[src/rtl/vend_pkg.sv]
// Shared definitions for the vending trade controller front-end:
// area event codes, touch screen geometry and decoder FSM states.
package vend_pkg;

    localparam logic [4:0] AREA_NONE      = 5'd0;
    localparam logic [4:0] AREA_GOODS_MIN = 5'd1;
    localparam logic [4:0] AREA_GOODS_MAX = 5'd12;
    localparam logic [4:0] AREA_COIN_HALF = 5'd13;
    localparam logic [4:0] AREA_COIN_1    = 5'd14;
    localparam logic [4:0] AREA_COIN_5    = 5'd15;
    localparam logic [4:0] AREA_CLEAR     = 5'd16;
    localparam logic [4:0] AREA_CONFIRM   = 5'd17;
    localparam logic [4:0] AREA_CANCEL    = 5'd18;

    localparam logic [9:0] SCR_W   = 10'd640;
    localparam logic [9:0] SCR_H   = 10'd480;
    localparam logic [9:0] GOODS_W = 10'd480;
    localparam logic [9:0] GOODS_H = 10'd360;
    localparam logic [9:0] CELL    = 10'd120;
    localparam logic [9:0] BTN_W   = 10'd80;

    typedef enum logic [2:0] {
        ST_IDLE,
        ST_DEBOUNCE,
        ST_FIRE,
        ST_HOLD,
        ST_RELEASE
    } tad_state_e;

    function automatic int max_i(input int a, input int b);
        return (a > b) ? a : b;
    endfunction

endpackage

[src/rtl/area_map.sv]
// Combinational touch coordinate to region code map (0 = no region).
// Bands are resolved with compare chains so no divider is built.
module area_map
    import vend_pkg::*;
(
    input  logic       valid,
    input  logic [9:0] x,
    input  logic [9:0] y,
    output logic [4:0] region
);

    localparam logic [9:0] C1 = CELL;
    localparam logic [9:0] C2 = 10'(2 * CELL);
    localparam logic [9:0] C3 = 10'(3 * CELL);
    localparam logic [9:0] B1 = BTN_W;
    localparam logic [9:0] B2 = 10'(2 * BTN_W);
    localparam logic [9:0] B3 = 10'(3 * BTN_W);
    localparam logic [9:0] B4 = 10'(4 * BTN_W);
    localparam logic [9:0] B5 = 10'(5 * BTN_W);

    logic [1:0] col;
    logic [1:0] row;
    logic [2:0] btn;

    always_comb begin
        col = 2'd3;
        unique case (1'b1)
            (x < C1):             col = 2'd0;
            (x >= C1 && x < C2):  col = 2'd1;
            (x >= C2 && x < C3):  col = 2'd2;
            default:              col = 2'd3;
        endcase
    end

    always_comb begin
        row = 2'd2;
        unique case (1'b1)
            (y < C1):             row = 2'd0;
            (y >= C1 && y < C2):  row = 2'd1;
            default:              row = 2'd2;
        endcase
    end

    always_comb begin
        btn = 3'd5;
        unique case (1'b1)
            (x < B1):             btn = 3'd0;
            (x >= B1 && x < B2):  btn = 3'd1;
            (x >= B2 && x < B3):  btn = 3'd2;
            (x >= B3 && x < B4):  btn = 3'd3;
            (x >= B4 && x < B5):  btn = 3'd4;
            default:              btn = 3'd5;
        endcase
    end

    // Goods grid above the button strip; anything off-grid is region 0.
    always_comb begin
        region = AREA_NONE;
        if (valid && x < GOODS_W && x < SCR_W) begin
            if (y < GOODS_H)
                region = AREA_GOODS_MIN + {1'b0, row, 2'b00} + {3'b000, col};
            else if (y < SCR_H)
                region = AREA_COIN_HALF + {2'b00, btn};
        end
    end

endmodule

[src/rtl/touch_area_decoder.sv]
// Debounces touch samples into one-cycle area events and tracks the
// selected goods index for the trade controller.
module touch_area_decoder
    import vend_pkg::*;
#(
    parameter int DEB_CYCLES = 200000,
    parameter int REL_CYCLES = 200000
) (
    input  logic       clk,
    input  logic       rst,
    input  logic       touch_valid,
    input  logic [9:0] touch_x,
    input  logic [9:0] touch_y,
    output logic [4:0] area_flag,
    output logic [3:0] goods_index,
    output logic       busy
);

    localparam int CNT_MAX = max_i(DEB_CYCLES, REL_CYCLES);
    localparam int CW      = $clog2(CNT_MAX + 1);

    localparam logic [CW-1:0] DEB_C   = CW'(DEB_CYCLES);
    localparam logic [CW-1:0] REL_C   = CW'(REL_CYCLES);
    localparam logic [CW-1:0] CNT_SAT = CW'(CNT_MAX);

    logic          v_q;
    logic [9:0]    x_q;
    logic [9:0]    y_q;
    logic [4:0]    region;

    tad_state_e    state, state_nxt;
    logic [4:0]    cand, cand_nxt;
    logic [CW-1:0] cnt, cnt_nxt, cnt_inc;
    logic [4:0]    flag_nxt;
    logic [3:0]    goods_nxt;

    area_map u_area_map (
        .valid  (v_q),
        .x      (x_q),
        .y      (y_q),
        .region (region)
    );

    always_ff @(posedge clk) begin
        if (rst) begin
            v_q <= 1'b0;
            x_q <= '0;
            y_q <= '0;
        end else begin
            v_q <= touch_valid;
            x_q <= touch_x;
            y_q <= touch_y;
        end
    end

    assign cnt_inc = (cnt == CNT_SAT) ? cnt : cnt + CW'(1);

    always_comb begin
        state_nxt = state;
        cand_nxt  = cand;
        cnt_nxt   = cnt;
        flag_nxt  = AREA_NONE;
        goods_nxt = goods_index;
        unique case (state)
            ST_IDLE: begin
                if (v_q && region != AREA_NONE) begin
                    state_nxt = ST_DEBOUNCE;
                    cand_nxt  = region;
                    cnt_nxt   = CW'(1);
                end
            end
            ST_DEBOUNCE: begin
                if (!v_q || region == AREA_NONE) begin
                    state_nxt = ST_IDLE;
                    cnt_nxt   = '0;
                end else if (region != cand) begin
                    cand_nxt = region;
                    cnt_nxt  = CW'(1);
                end else if (cnt == DEB_C) begin
                    state_nxt = ST_FIRE;
                end else begin
                    cnt_nxt = cnt_inc;
                end
            end
            ST_FIRE: begin
                state_nxt = ST_HOLD;
                flag_nxt  = cand;
                if (cand >= AREA_GOODS_MIN && cand <= AREA_GOODS_MAX)
                    goods_nxt = cand[3:0];
                else if (cand == AREA_CLEAR || cand == AREA_CANCEL)
                    goods_nxt = 4'd0;
            end
            ST_HOLD: begin
                // The finger may slide across regions; only lift-off matters.
                if (!v_q) begin
                    state_nxt = ST_RELEASE;
                    cnt_nxt   = CW'(1);
                end
            end
            ST_RELEASE: begin
                if (v_q) begin
                    state_nxt = ST_HOLD;
                end else if (cnt == REL_C) begin
                    state_nxt = ST_IDLE;
                    cnt_nxt   = '0;
                end else begin
                    cnt_nxt = cnt_inc;
                end
            end
            default: begin
                state_nxt = ST_IDLE;
                cnt_nxt   = '0;
            end
        endcase
    end

    always_ff @(posedge clk) begin
        if (rst) begin
            state       <= ST_IDLE;
            cand        <= AREA_NONE;
            cnt         <= '0;
            area_flag   <= AREA_NONE;
            goods_index <= 4'd0;
            busy        <= 1'b0;
        end else begin
            state       <= state_nxt;
            cand        <= cand_nxt;
            cnt         <= cnt_nxt;
            area_flag   <= flag_nxt;
            goods_index <= goods_nxt;
            busy        <= (state_nxt != ST_IDLE);
        end
    end

endmodule
[config.mk]
export PLATFORM = sky130hd
export DESIGN_NAME = touch_area_decoder
export DESIGN_NICKNAME = d
export VERILOG_FILES = /design/src/rtl/vend_pkg.sv /design/src/rtl/area_map.sv /design/src/rtl/touch_area_decoder.sv
export SDC_FILE = /design/constraint.sdc
export NUM_CORES = 1
export LEC_CHECK = 0
export BUFFER_PORTS_ARGS = -buffer_cell sky130_fd_sc_hd__buf_2
export CAP_MARGIN = 25
export CORE_MARGIN = 2
export CORE_UTILIZATION = 57
export DETAILED_ROUTE_END_ITERATION = 16
export HOLD_SLACK_MARGIN = 0.15
export PLACE_DENSITY_LB_ADDON = 0.15
export SETUP_SLACK_MARGIN = 0.05
export SLEW_MARGIN = 20
export SYNTH_ARGS = -nofsm -noshare
export SYNTH_HDL_FRONTEND = slang
export SYNTH_SLANG_ARGS = --single-unit
[constraint.sdc]
create_clock -name clk -period 4.05 [get_ports clk]
set_input_delay 0.6075 -clock clk [delete_from_list [all_inputs] [get_ports clk]]
set_output_delay 0.6075 -clock clk [all_outputs]
set_load 0.005 [all_outputs]
# Word level (Yosys, flattened, before mapping)

Cells that the tools add are included.

Add/subtract/negate cells: 4
$lt $le $gt $ge: 21
Equality and inequality tests: 14
Multiplexer cells: 28
Bitwise operators: 1
Reductions and logical operators: 24

Operator list:

| kind                                                                          | count |
|---|---|
| 18-bit two-way mux                                                            | 7 |
| 18-bit one-hot mux with 5 select lines                                        | 1 |
| 10-bit by 9-bit less-than comparator with 1-bit output, second input constant | 6 |
| 10-bit by 7-bit >= comparator with 1-bit output, second input constant        | 3 |
| 10-bit by 7-bit less-than comparator with 1-bit output, second input constant | 3 |
| 10-bit by 8-bit less-than comparator with 1-bit output, second input constant | 3 |
| 5-bit two-way mux                                                             | 6 |
| 3-bit one-hot mux with 5 select lines                                         | 2 |
| 3-bit two-way mux                                                             | 7 |
| 10-bit by 8-bit >= comparator with 1-bit output, second input constant        | 2 |
| 18-bit by 1-bit adder with 18-bit output, second input constant               | 1 |
| 18-bit == test, second input constant                                         | 1 |
| 1-bit logical AND                                                             | 11 |
| 5-bit == test, second input constant                                          | 2 |
| 10-bit by 9-bit >= comparator with 1-bit output, second input constant        | 1 |
| 10-bit less-than comparator, second input constant                            | 1 |
| 2-bit != test, second input constant                                          | 5 |
| 5-bit one-hot mux with 2 select lines                                         | 1 |
| 4-bit two-way mux                                                             | 2 |
| 3-bit by 2-bit == test with 1-bit output, second input constant               | 2 |
| 2-bit one-hot mux with 3 select lines                                         | 1 |
| 1-bit by 4-bit adder with 5-bit output, first input constant                  | 1 |
| 4-bit by 3-bit adder with 5-bit output, first input constant                  | 1 |
| 5-bit by 2-bit adder with 5-bit output                                        | 1 |
| other kinds (19)                                                              | 21 |

Register bits: 57
Output and inout port bits: 10
Logic and storage cells: 101

# Longest topological paths before layout

Gate-level depths: netlist of run 1.

Depth after elaboration: 12
Gate-level depth with buffers: 18
Gate-level depth less buffers: 14

# Modules after synthesis

Synthesis of run 1 repeated with hierarchy kept, for this count alone.

Cell total of the unflattened synthesis: 340
Area, all modules: 3017.9 um^2

Modules (own cells, without submodules):

| module             | instances | cells an instance | area an instance (um^2) | seq. area each (um^2) |
|---|---|---|---|---|
| touch_area_decoder | 1         | 276               | 2605.0                  | 1141.1 |
| area_map           | 1         | 64                | 412.9                   | 0.0 |

# Worst setup path after synthesis of run 1

Ideal clock, no wire load.

Kind: register to register
Start point: reg x_q[6]
End point: reg cnt[15]
Setup time: 0.121 ns
Arrival: 3.385 ns
Data required time: 3.929 ns
Path slack: 0.544 ns
Cell stages (with the launch flop): 18
Cell sequence: dfxtp_1 or4b_1 a31oi_1 o31ai_2 ha_1 inv_1 ha_1 and4b_1 a21oi_1 a211oi_1 or3_1 buf_4 or3_4 nand2_1 or3_1 buf_6 buf_6 o21ai_1

Longest elaborated chain between the ends: 11
Elaborated cells between the ends (all ways): 40
Those cells by class: 2 x add/sub; 14 x order compare; 3 x eq/ne; 8 x mux; 13 x reduce/logical

RTL lines:

| item                                                                                 | RTL line                  | RTL |
|---|---|---|
| from (decl)                                                                          | touch_area_decoder.sv:27  | `logic [9:0] x_q;` |
| from (signal assigned)                                                               | touch_area_decoder.sv:51  | `x_q <= touch_x;` |
| 10-bit by 9-bit >= comparator with 1-bit output (tied with other cells)              | area_map.sv:51            | `(x >= B4 && x < B5): btn = 3'd4;` |
| 1-bit logical AND, on equally long branches                                          | --                        |  |
| 3-bit one-hot mux with 5 select lines                                                | area_map.sv:46            | `unique case (1'b1)` |
| 4-bit by 3-bit adder with 5-bit output                                               | area_map.sv:63            | `region = AREA_COIN_HALF + {2'b00, btn};` |
| 5-bit two-way mux                                                                    | area_map.sv:62            | `else if (y < SCR_H)` |
| 5-bit two-way mux                                                                    | area_map.sv:60            | `if (y < GOODS_H)` |
| 5-bit two-way mux *                                                                  | area_map.sv:59            | `if (valid && x < GOODS_W && x < SCR_W) begin` |
| 5-bit != test (tied with other cells)                                                | touch_area_decoder.sv:76  | `end else if (region != cand) begin` |
| 18-bit two-way mux (tied with other cells)                                           | touch_area_decoder.sv:76  |  |
| 18-bit two-way mux (tied with other cells)                                           | touch_area_decoder.sv:73  | `if (!v_q \|\| region == AREA_NONE) begin` |
| 18-bit one-hot mux with 5 select lines / 5-bit AND reduction (equally long branches) | --                        |  |
| to (signal assigned)                                                                 | touch_area_decoder.sv:128 | `cnt <= cnt_nxt;` |
| to (decl)                                                                            | touch_area_decoder.sv:33  | `logic [CW-1:0] cnt, cnt_nxt, cnt_inc;` |

Every way passes the cells marked *; elsewhere a longest branch is shown, timed or not.
A chain may end at the register's enable or synchronous reset.

# Worst setup path after layout of run 1

Start point: reg x_q[6]
End point: reg cnt[4]

The elaborated chain is that of the path after synthesis.

==> impl_metrics.csv, run 1 <==
group,metric,value,unit
final_layout,drive_gt1_share,15.1,%
worst_hold_path,whs_path_depth,2,
timing,worst-slew-pin-transition,825,ps
routing,ant_nets,0,
logic_synthesis,ys_types,63,
clock_network,cts_max_path_buffers,2,
logic_synthesis,yosysTopAreaCellShare,38.1,%
power,leakage,1.10,nW
final_layout,final_nets,359,
logic_synthesis,syn-num-nets,341,
die,core_area,4440,sq um
grt,grt_pass1_vias,1960,
die,io_pins,33,
logic_synthesis,syn_avg_cell_area,8.55,sq um
worst_setup_path,end_kind,"flip-flop",
placement,io_buffers,26,
worst_setup_path,cp_max_fo,17,
grt,grt_overflow,0,
logic_synthesis,synth-seq-cells,51,
worst_setup_path,r2r_start,"x_q[6]",
final_layout,mostFrequentLayoutCells,"dfxtp_1, buf_2, nor3_1, nor2b_1",
routing,via_per_inst,5.80,
logic_synthesis,synth_edf_count,0,
power,p_clk_share,31.2,%
timing,fin_crit,3760,ps
power,p_sw_share,25.4,%
logic_synthesis,yosysTopAreaCell,"dfxtp_1",
routing,drc,0,
final_layout,layout_commonest_cell,"dfxtp_1",
timing,worst_slack,294,ps
power,p_sw,0.000231,W
clock_network,cts_tree,"built",
worst_hold_path,min_from,"touch_y[4]",
placement,place.gp.congestion,0.835,
logic_synthesis,synth_ff_type,"dfxtp_1",
die,rows,24,
routing,dr.pass1.iters,4,
routing,drt_iter0_drc,112,
logic_synthesis,yosys_warnings,0,
placement,place_ws,267,ps
worst_setup_path,r2r_end,"cnt[4]",
worst_setup_path,ff2ff_path_depth,13,
worst_setup_path,worstPathCellList,"or4b_1 -> a31oi_1 -> o31ai_2 -> ha_1 -> a41o_1 -> o31a_1 -> xnor2_1 -> o311a_1 -> nand4_2 -> o21a_4 -> or3_1 -> buf_12 -> o31ai_1",
clock_network,cts-buffers-inserted,5,
timing,fin_crit_sh,92.7,%
worst_hold_path,min_to,"y_q[4]",
worst_hold_path,hold_path_class,"input pin to flip-flop",
power,p_per_area,313,nW/um^2
logic_synthesis,ys_seq_area_share,38.1,%
power,p_seq_share,58.3,%
timing,setup_tns,0,ps
power,comb_power_share,10.5,%
grt,antenna_found_initial,0,
clock_network,clk_latency,310,ps
worst_setup_path,critPathKind,"flip-flop to flip-flop",
routing,wl_per_cell,12.7,microns
die,die_y,72.5,microns
placement,post-dp-hpwl,3.36,mm
die,start_util,60.2,%
clock_network,cts_max_level,2,
logic_synthesis,synthArstFlopShare,0,%
run_status,outcome,"finished, final reports clean",
power,internal_power,0.000677,W
clock_network,cts_hold_buf,0,
routing,vias,2229,
clock_network,cts_root_buffer,"clkbuf_8",
grt,grt_pass1_wl,8.44,mm
clock_network,clkSinkCount,51,
grt,grt_util_all_layers,20.0,%
grt,grt_max_degree,47,
timing,clock.fmax,266,MHz
power,ir_worst_vdd,0.257,mV
logic_synthesis,synth_area_leaders,"dfxtp_1, nor2b_1, nor3_1, o21ai_0, o21ai_1",
timing,final_hold_viol_count,0,
final_layout,nFillCells,369,
timing,rsz0062_at_grt,"no",
final_layout,area_growth,8.46,%
worst_setup_path,crit_required,4270,ps
timing,whs,499,ps
worst_setup_path,cp.arrival,3980,ps
logic_synthesis,syn_area,2680,sq um
timing,slew_headroom,45.0,%
die,die_w,72.5,microns
worst_setup_path,crit_slowest_cell,"or4b_1",
logic_synthesis,synth_cells,313,
worst_setup_path,cpPeakStageDelay,520,ps
die,dieArea,5260,sq um
clock_network,cts_setup_buffers,0,
clock_network,path_clk_slew,90,ps
worst_setup_path,r2r_setup_slack,290,ps
final_layout,insertedDiodeCount,0,
worst_setup_path,start_kind,"flip-flop",
timing,setup_viol,0,
timing,finClkSkew,6.59,ps
timing,drv_slew,0,
flow_run,drv_cap,0,
routing,wl,4.87,mm
final_layout,utilization,65.3,%
==> synth_stat cells (2+ instances only) <==
library cell	number
a211oi_1	3
a21o_1	2
a21oi_1	10
a221o_1	2
a22oi_1	5
a31oi_1	3
and2_1	6
and3_1	10
and4b_1	2
buf_4	2
buf_6	2
clkbuf_1	12
dfxtp_1	51
ha_1	5
inv_1	10
mux2_2	2
mux2i_1	4
nand2_1	13
nand2b_1	11
nand3_1	10
nand4_1	2
nor2_1	18
nor2b_1	19
nor3_1	20
nor3b_1	5
nor4_1	2
o211a_1	2
o21ai_0	18
o21ai_1	16
o311a_1	2
o31ai_1	7
or2_2	2
or3_1	2
xnor2_1	4
==> worst max-delay path: cells and delay by family (launching register included) <==
family / cells / cell delay (ps)
AO/OA/AOI/OAI: 7 / 1560
AND/OR/NAND/NOR: 3 / 1060
flip-flops: 1 / 360
adder cells (fa/ha/maj): 1 / 340
buffers and inverters: 1 / 170
XOR/XNOR: 1 / 150
==> per-stage QoR <==
step           area (sq um)  total power, W  instances
2_1_floorplan          2680        0.000614        313
3_3_place_gp           2810        0.000634        376
3_5_place_dp           2810        0.000636        376
4_1_cts                2900        0.000916        384
5_1_grt                2900        0.000953        384
6_report               2900        0.000908        384
==> registers in the layout (all words and copies together), names as in the netlist <==
name and count:
goods_index 4, cand 5, area_flag 5, x_q 7, y_q 7, cnt 18, state 3, v_q 1
busy 1
==> how the worst max path moves through the flow <==
| stage | cells past startpoint | slack, ps | start | end |
|---|---|---|---|---|
| after floorplan | 17 | 540 | x_q[6] | cnt[15] |
| after global routing | 13 | 60 | x_q[6] | cnt[2] |
| final | 13 | 290 | x_q[6] | cnt[4] |
| after detailed placement | 14 | 270 | x_q[6] | cnt[6] |
| after CTS | 14 | 240 | x_q[6] | cnt[6] |
| after global placement | 13 | 260 | x_q[6] | cnt[17] |
==> layer usage <==
metal,up-vias,global-route usage [%],share of wire (%)
li1,1181,-,-
met1,999,26.5,50
met2,43,31.9,44
met3,6,5.00,4.3
met4,0,6.79,1.6
met5,-,0,0
==> timing repair <==
| action | CTS | global route |
|---|---|---|
| endpoints found under the hold margin | 0 | 0 |
| endpoints found under the setup margin | 0 | 16 |
| resized for setup | 0 | 2 |
==> cell families after synthesis <==
group	count (synthesis)	synth area share, %
AO/OA/AOI/OAI	86	22.4
AND/OR/NAND/NOR	132	28.3
XOR/XNOR	5	1.64
multiplexers	6	2.34
flip-flops	51	38.1
buffers and inverters	28	4.86
adder cells (fa/ha/maj)	5	2.34
==> power by group through the flow <==
stage                     clock, W  sequential [W]  combinational, W
after CTS                 0.000291        0.000529         0.0000959
after detailed placement         0        0.000541         0.0000950
after global placement           0        0.000540         0.0000939
final                     0.000283        0.000529         0.0000957
after global routing      0.000312        0.000532          0.000109
after floorplan                  0        0.000533         0.0000812
==> area by class of cell <==
cell class | instances | area (sq um) | share of cell area (%)
multi-input combinational | 234 | 1530 | 52.6
tap | 52 | 65.1 | 2.24
sequential | 51 | 1020 | 35.2
clock buffer | 6 | 72.6 | 2.50
clock inverter | 2 | 12.5 | 0.431
inverter | 10 | 37.5 | 1.29
timing repair buffer | 29 | 165 | 5.69
Note: power is estimated with default switching activity, not from simulation.
==> run 2, diff against run 1 <==
--- a/config.mk
+++ b/config.mk
@@ -5,10 +5,12 @@
 export SDC_FILE = /design/constraint.sdc
 export NUM_CORES = 1
 export LEC_CHECK = 0
+export ABC_AREA = 1
 export BUFFER_PORTS_ARGS = -buffer_cell sky130_fd_sc_hd__buf_2
 export CAP_MARGIN = 25
+export CORE_ASPECT_RATIO = 1.25
 export CORE_MARGIN = 2
-export CORE_UTILIZATION = 57
+export CORE_UTILIZATION = 58
 export DETAILED_ROUTE_END_ITERATION = 16
 export HOLD_SLACK_MARGIN = 0.15
 export PLACE_DENSITY_LB_ADDON = 0.15
==> impl_metrics.csv, run 2 <==
group,metric,value,unit
placement,place.gp.congestion,0.843,
clock_network,cts_max_path_buffers,2,
final_layout,mostFrequentLayoutCells,"nand2_1, inv_1, nor2_1, dfxtp_1, a21oi_1",
grt,grt_util_all_layers,23.0,%
die,start_util,59.7,%
flow_run,drv_cap,0,
timing,finClkSkew,7.04,ps
logic_synthesis,synth_cells,441,
timing,slew_headroom,34.7,%
routing,dr.pass1.iters,4,
timing,drv_slew,0,
worst_setup_path,worstSetupStartpoint,"x_q[7]",
final_layout,final_nets,493,
clock_network,clkSinkCount,51,
worst_hold_path,hold_path_class,"flip-flop to flip-flop",
logic_synthesis,ys_types,41,
timing,rsz0062_at_grt,"no",
routing,wl,6.01,mm
placement,placedCellCount,520,
die,rows,29,
final_layout,area_growth,8.60,%
final_layout,multiInputGateArea,1670,sq um
routing,via_per_inst,5.10,
die,core_area,5040,sq um
final_layout,nFillCells,479,
logic_synthesis,yosys_warnings,0,
final_layout,stdcell_count,528,
timing,setup_viol,0,
worst_setup_path,critPathKind,"flip-flop to flip-flop",
power,p_per_area,341,nW/um^2
clock_network,cts_resized,0,
final_layout,layout_commonest_cell,"nand2_1",
logic_synthesis,synth-seq-cells,51,
worst_setup_path,start_kind,"flip-flop",
clock_network,cts-buffers-inserted,5,
clock_network,cts_max_level,2,
logic_synthesis,syn_area,3010,sq um
logic_synthesis,syn_avg_cell_area,6.83,sq um
logic_synthesis,syn-num-nets,469,
placement,post-dp-hpwl,4.43,mm
logic_synthesis,yosysTopAreaCellShare,33.9,%
timing,setup_tns,0,ps
clock_network,cts_root_buffer,"clkbuf_8",
die,die_y,84.6,microns
final_layout,drive_gt1_share,18.2,%
worst_setup_path,cp_max_fo,17,
worst_setup_path,r2r_start,"x_q[7]",
logic_synthesis,synth.most_common_cell,"nand2_1",
timing,final_hold_viol_count,0,
logic_synthesis,ys_seq_area_share,33.9,%
timing,fin_crit,2920,ps
logic_synthesis,synth_area_leaders,"dfxtp_1, nand2_1, inv_1, nor2_1, a21oi_1",
final_layout,top_register,"cnt",
final_layout,regArea,1020,sq um
clock_network,clk_latency,300,ps
grt,grt_pass1_wl,10.4,mm
timing,clock.fmax,342,MHz
routing,vias,2695,
die,die_w,68.5,microns
die,io_pins,33,
logic_synthesis,synthTopCellsByCount,"nand2_1, inv_1, nor2_1, dfxtp_1, a21oi_1",
final_layout,utilization,64.9,%
logic_synthesis,yosysTopAreaCell,"dfxtp_1",
placement,place_ws,1160,ps
clock_network,cts_tree,"built",
worst_hold_path,min_from,"goods_index[2]",
routing,ant_nets,0,
power,power.total,0.00111,W
run_status,outcome,"finished, final reports clean",
worst_setup_path,cp.arrival,3150,ps
logic_synthesis,synth_edf_count,0,
final_layout,insertedDiodeCount,0,
placement,io_buffers,26,
final_layout,largest_reg_flops,18,
power,leakage,1.42,nW
routing,drc,0,
worst_setup_path,end_kind,"flip-flop",
timing,worst-slew-pin-transition,974,ps
clock_network,cts_setup_buffers,0,
grt,grt_pass1_vias,2557,
die,dieArea,5790,sq um
grt,grt_max_degree,43,
worst_setup_path,crit_required,4280,ps
routing,wl_per_cell,11.4,microns
logic_synthesis,synthArstFlopShare,0,%
routing,drt_iter0_drc,179,
timing,fin_crit_sh,72.2,%
logic_synthesis,synth_ff_type,"dfxtp_1",
grt,grt_overflow,0,
power,ir_worst_vdd,0.181,mV
clock_network,path_clk_slew,90,ps
final_layout,largestRegisters,"cnt x18, x_q x7, y_q x7",
clock_network,cts_hold_buf,0,
timing,worst_slack,1130,ps
grt,antenna_found_initial,0,
==> run 2: where the power goes <==
part / leakage [nW] / internal, W / switching, W / total (W)
clock: 0.0505 / 0.000156 / 0.000164 / 0.000320
combinational: 0.958 / 0.0000804 / 0.000165 / 0.000245
sequential: 0.416 / 0.000525 / 0.0000244 / 0.000549
total: 1.42 / 0.000761 / 0.000353 / 0.00111
==> run 2: layer usage <==
metal | track usage (%) | routed length (microns) | up-vias
met5 | 0 | 0 | -
met4 | 9.09 | 81 | 0
met3 | 4.02 | 141 | 8
met2 | 41.5 | 3270 | 36
met1 | 25.6 | 2520 | 1222
li1 | - | - | 1429
==> run 2: final timing paths <==
| path | end | slack, ps | cells after the start |
|---|---|---|---|
| setup / recovery | cnt[10] | 1130 | 20 |
| hold / removal | goods_index[2] | 460 | 2 |
| setup reg to reg | cnt[10] | 1130 | 20 |
| hold reg to reg | goods_index[2] | 460 | 2 |
==> run 2: final cells by class <==
cell class	instances	area share (%)
multi-input cells	311	51.2
flip-flops and latches	51	31.2
inverters	70	8.11
repair buffers	26	3.98
clock buffers	7	2.94
well taps	62	2.37
clock inverters	1	0.229
==> run 2: critical path: stages, from the launching register on <==
cell	delay, ps
dfxtp_1	470
nand2_2	90
o21ai_2	200
nand2_1	90
nand2_1	70
nor2_1	50
inv_1	50
ha_1	130
inv_1	40
ha_1	180
nor2_1	170
nand3_2	110
nand2_1	70
nand2_1	50
nor2_1	140
nand4_2	140
nor2_4	190
nand2_4	160
a21boi_0	250
nand2_2	80
a21oi_2	110
==> run 2: kinds of logic (layout without fill, tap and decap cells) <==
family	count (synthesis)	in the layout	synth area share [%]
buf+inv	79	104	10.6
fa+ha+maj	5	5	2.08
simple gates	230	230	37.3
flops	51	51	33.9
xor+xnor	12	12	3.49
compound gates	64	64	12.7
==> run 2: through the flow <==
step	cell area, sq um	hold slack (ps)
after global placement	3170	448
after CTS	3270	465
after floorplan	3010	455
final	3270	464
after global routing	3270	483
after detailed placement	3170	451
==> run 3, diff against run 2 <==
--- a/config.mk
+++ b/config.mk
@@ -5,12 +5,12 @@
 export SDC_FILE = /design/constraint.sdc
 export NUM_CORES = 1
 export LEC_CHECK = 0
-export ABC_AREA = 1
+export ABC_AREA = 0
 export BUFFER_PORTS_ARGS = -buffer_cell sky130_fd_sc_hd__buf_2
 export CAP_MARGIN = 25
 export CORE_ASPECT_RATIO = 1.25
 export CORE_MARGIN = 2
-export CORE_UTILIZATION = 58
+export CORE_UTILIZATION = 52
 export DETAILED_ROUTE_END_ITERATION = 16
 export HOLD_SLACK_MARGIN = 0.15
 export PLACE_DENSITY_LB_ADDON = 0.15
==> constraint.sdc (replaced) <==
create_clock -name clk -period 2.56 [get_ports clk]
set_input_delay 0.384 -clock clk [delete_from_list [all_inputs] [get_ports clk]]
set_output_delay 0.384 -clock clk [all_outputs]
set_load 0.005 [all_outputs]
==> impl_metrics.csv, run 3 (synthesized netlist as in run 1, its figures left out) <==
group,metric,value,unit
timing,setup_viol,26,
final_layout,largest_reg_flops,18,
die,io_pins,33,
worst_setup_path,r2r_start,"x_q[6]",
grt,grt_util_all_layers,22.8,%
worst_setup_path,crit_required,2780,ps
timing,rsz0062_at_grt,"yes",
routing,wl_per_cell,13.9,microns
final_layout,final_nets,407,
grt,grt_overflow,0,
placement,place_area,3150,sq um
die,dieArea,5740,sq um
timing,worst-slew-pin-transition,812,ps
flow_run,drv_cap,0,
timing,fin_crit,3540,ps
worst_setup_path,cp_max_fo,9,
final_layout,insertedDiodeCount,0,
routing,drt_iter0_drc,150,
placement,post-dp-hpwl,4.21,mm
final_layout,regArea,1020,sq um
die,start_util,53.4,%
die,die_y,84.2,microns
final_layout,layout_commonest_cell,"dfxtp_1",
timing,worst_slack,-982,ps
power,power.total,0.00160,W
routing,dr.pass1.iters,4,
timing,slew_headroom,45.9,%
timing,whs,286,ps
clock_network,cts_tree,"built",
worst_setup_path,worstSetupStartpoint,"x_q[6]",
timing,final_hold_viol_count,0,
placement,io_buffers,26,
die,die_w,68.2,microns
die,core_area,5010,sq um
routing,via_per_inst,5.67,
grt,grt_pass1_wl,10.3,mm
clock_network,path_clk_slew,80,ps
final_layout,utilization,70.5,%
worst_setup_path,ff2ff_path_depth,13,
worst_setup_path,end_kind,"flip-flop",
worst_setup_path,critPathKind,"flip-flop to flip-flop",
placement,place.gp.congestion,0.842,
clock_network,cts-buffers-inserted,5,
routing,wl,6.17,mm
final_layout,design_area,3530,sq um
clock_network,cts_max_path_buffers,2,
worst_setup_path,start_kind,"flip-flop",
clock_network,clkSinkCount,51,
grt,grt_max_degree,47,
grt,antenna_found_initial,0,
power,p_per_area,452,nW/um^2
run_status,violations,"setup timing",
die,rows,29,
timing,drv_slew,0,
final_layout,area_growth,31.8,%
clock_network,clk_latency,300,ps
clock_network,cts_max_level,2,
worst_setup_path,r2r_setup_slack,-980,ps
timing,fin_crit_sh,138,%
routing,ant_nets,0,
timing,clock.fmax,282,MHz
run_status,outcome,"finished with violations",
final_layout,nFillCells,393,
grt,grt_pass1_vias,2417,
worst_hold_path,min_from,"touch_x[3]",
timing,finClkSkew,4.41,ps
power,leakage,1.42,nW
worst_setup_path,cp.arrival,3760,ps
worst_hold_path,hold_path_class,"input pin to flip-flop",
clock_network,cts_root_buffer,"clkbuf_8",
final_layout,largestRegisters,"cnt x18, x_q x7, y_q x7",
routing,drc,0,
final_layout,multiInputGateArea,1700,sq um
final_layout,mostFrequentLayoutCells,"dfxtp_1, buf_4, buf_2, o21ai_1, nor3_1",
power,ir_worst_vdd,0.349,mV
routing,vias,2504,
final_layout,top_register,"cnt",
worst_setup_path,r2r_end,"cnt[6]",
final_layout,drive_gt1_share,33.2,%
worst_setup_path,crit_path_end,"cnt[6]",
run 3: stage by stage:
step                setup slack, ps  instances  setup TNS [ps]
floorplan                      -903        313          -16320
global placement               -892        425          -19100
detailed placement             -965        425          -20820
CTS                            -902        438          -19660
global route                  -1110        442          -24670
finish                         -982        442          -21520
run 3: timing repair:
action | in CTS | in global routing
hold buffers | 0 | 0
hold endpoints to repair | 0 | 0
buffers inserted | 7 | 5
pin swaps | 4 | 10
resized for setup | 22 | 31
cloned | 0 | 1
endpoints found under the setup margin | 26 | 26
run 3: area by class of cell:
cell class | count | area share [%]
Inverter | 10 | 1.06
Sequential cell | 51 | 29.0
Clock buffer | 8 | 2.84
Multi-Input combinational cell | 234 | 48.2
Tap cell | 62 | 2.20
Timing Repair Buffer | 77 | 16.7
run 3: metal layers:
metal	GRT usage, %	vias to the layer above	part of all wire (%)
li1	-	1267	-
met1	25.5	1183	41
met4	7.82	0	1.1
met2	41.5	46	55
met5	0	-	0
met3	4.42	8	2.7
run 3: worst min path at each step:
stage	to	slack (ps)	cells past startpoint
6_report	x_q[3]	290	2
3_5_place_dp	cnt[10]	500	2
2_1_floorplan	state[2]	460	1
4_1_cts	x_q[3]	280	2
3_3_place_gp	cnt[8]	480	2
5_1_grt	x_q[8]	300	2
run 3: report_power, final:
part           switching [W]  leakage (nW)  internal [W]  total (W)
Combinational       0.000128         0.953      0.000143   0.000271
Sequential         0.0000176         0.416      0.000812   0.000829
Clock               0.000248        0.0515      0.000247   0.000495
Total               0.000393          1.42       0.00120    0.00160
run 3: critical path, stage by stage, from the launching register on:
cell and delay (ps):
dfxtp_2 340, or4b_4 550, a31oi_4 220, o31ai_4 110, ha_4 230, a41o_1 220, o31a_1 270, xnor2_1 190
o311a_1 240, nand4_4 130, o21a_4 220, or3_4 400, buf_12 160, o31ai_1 180
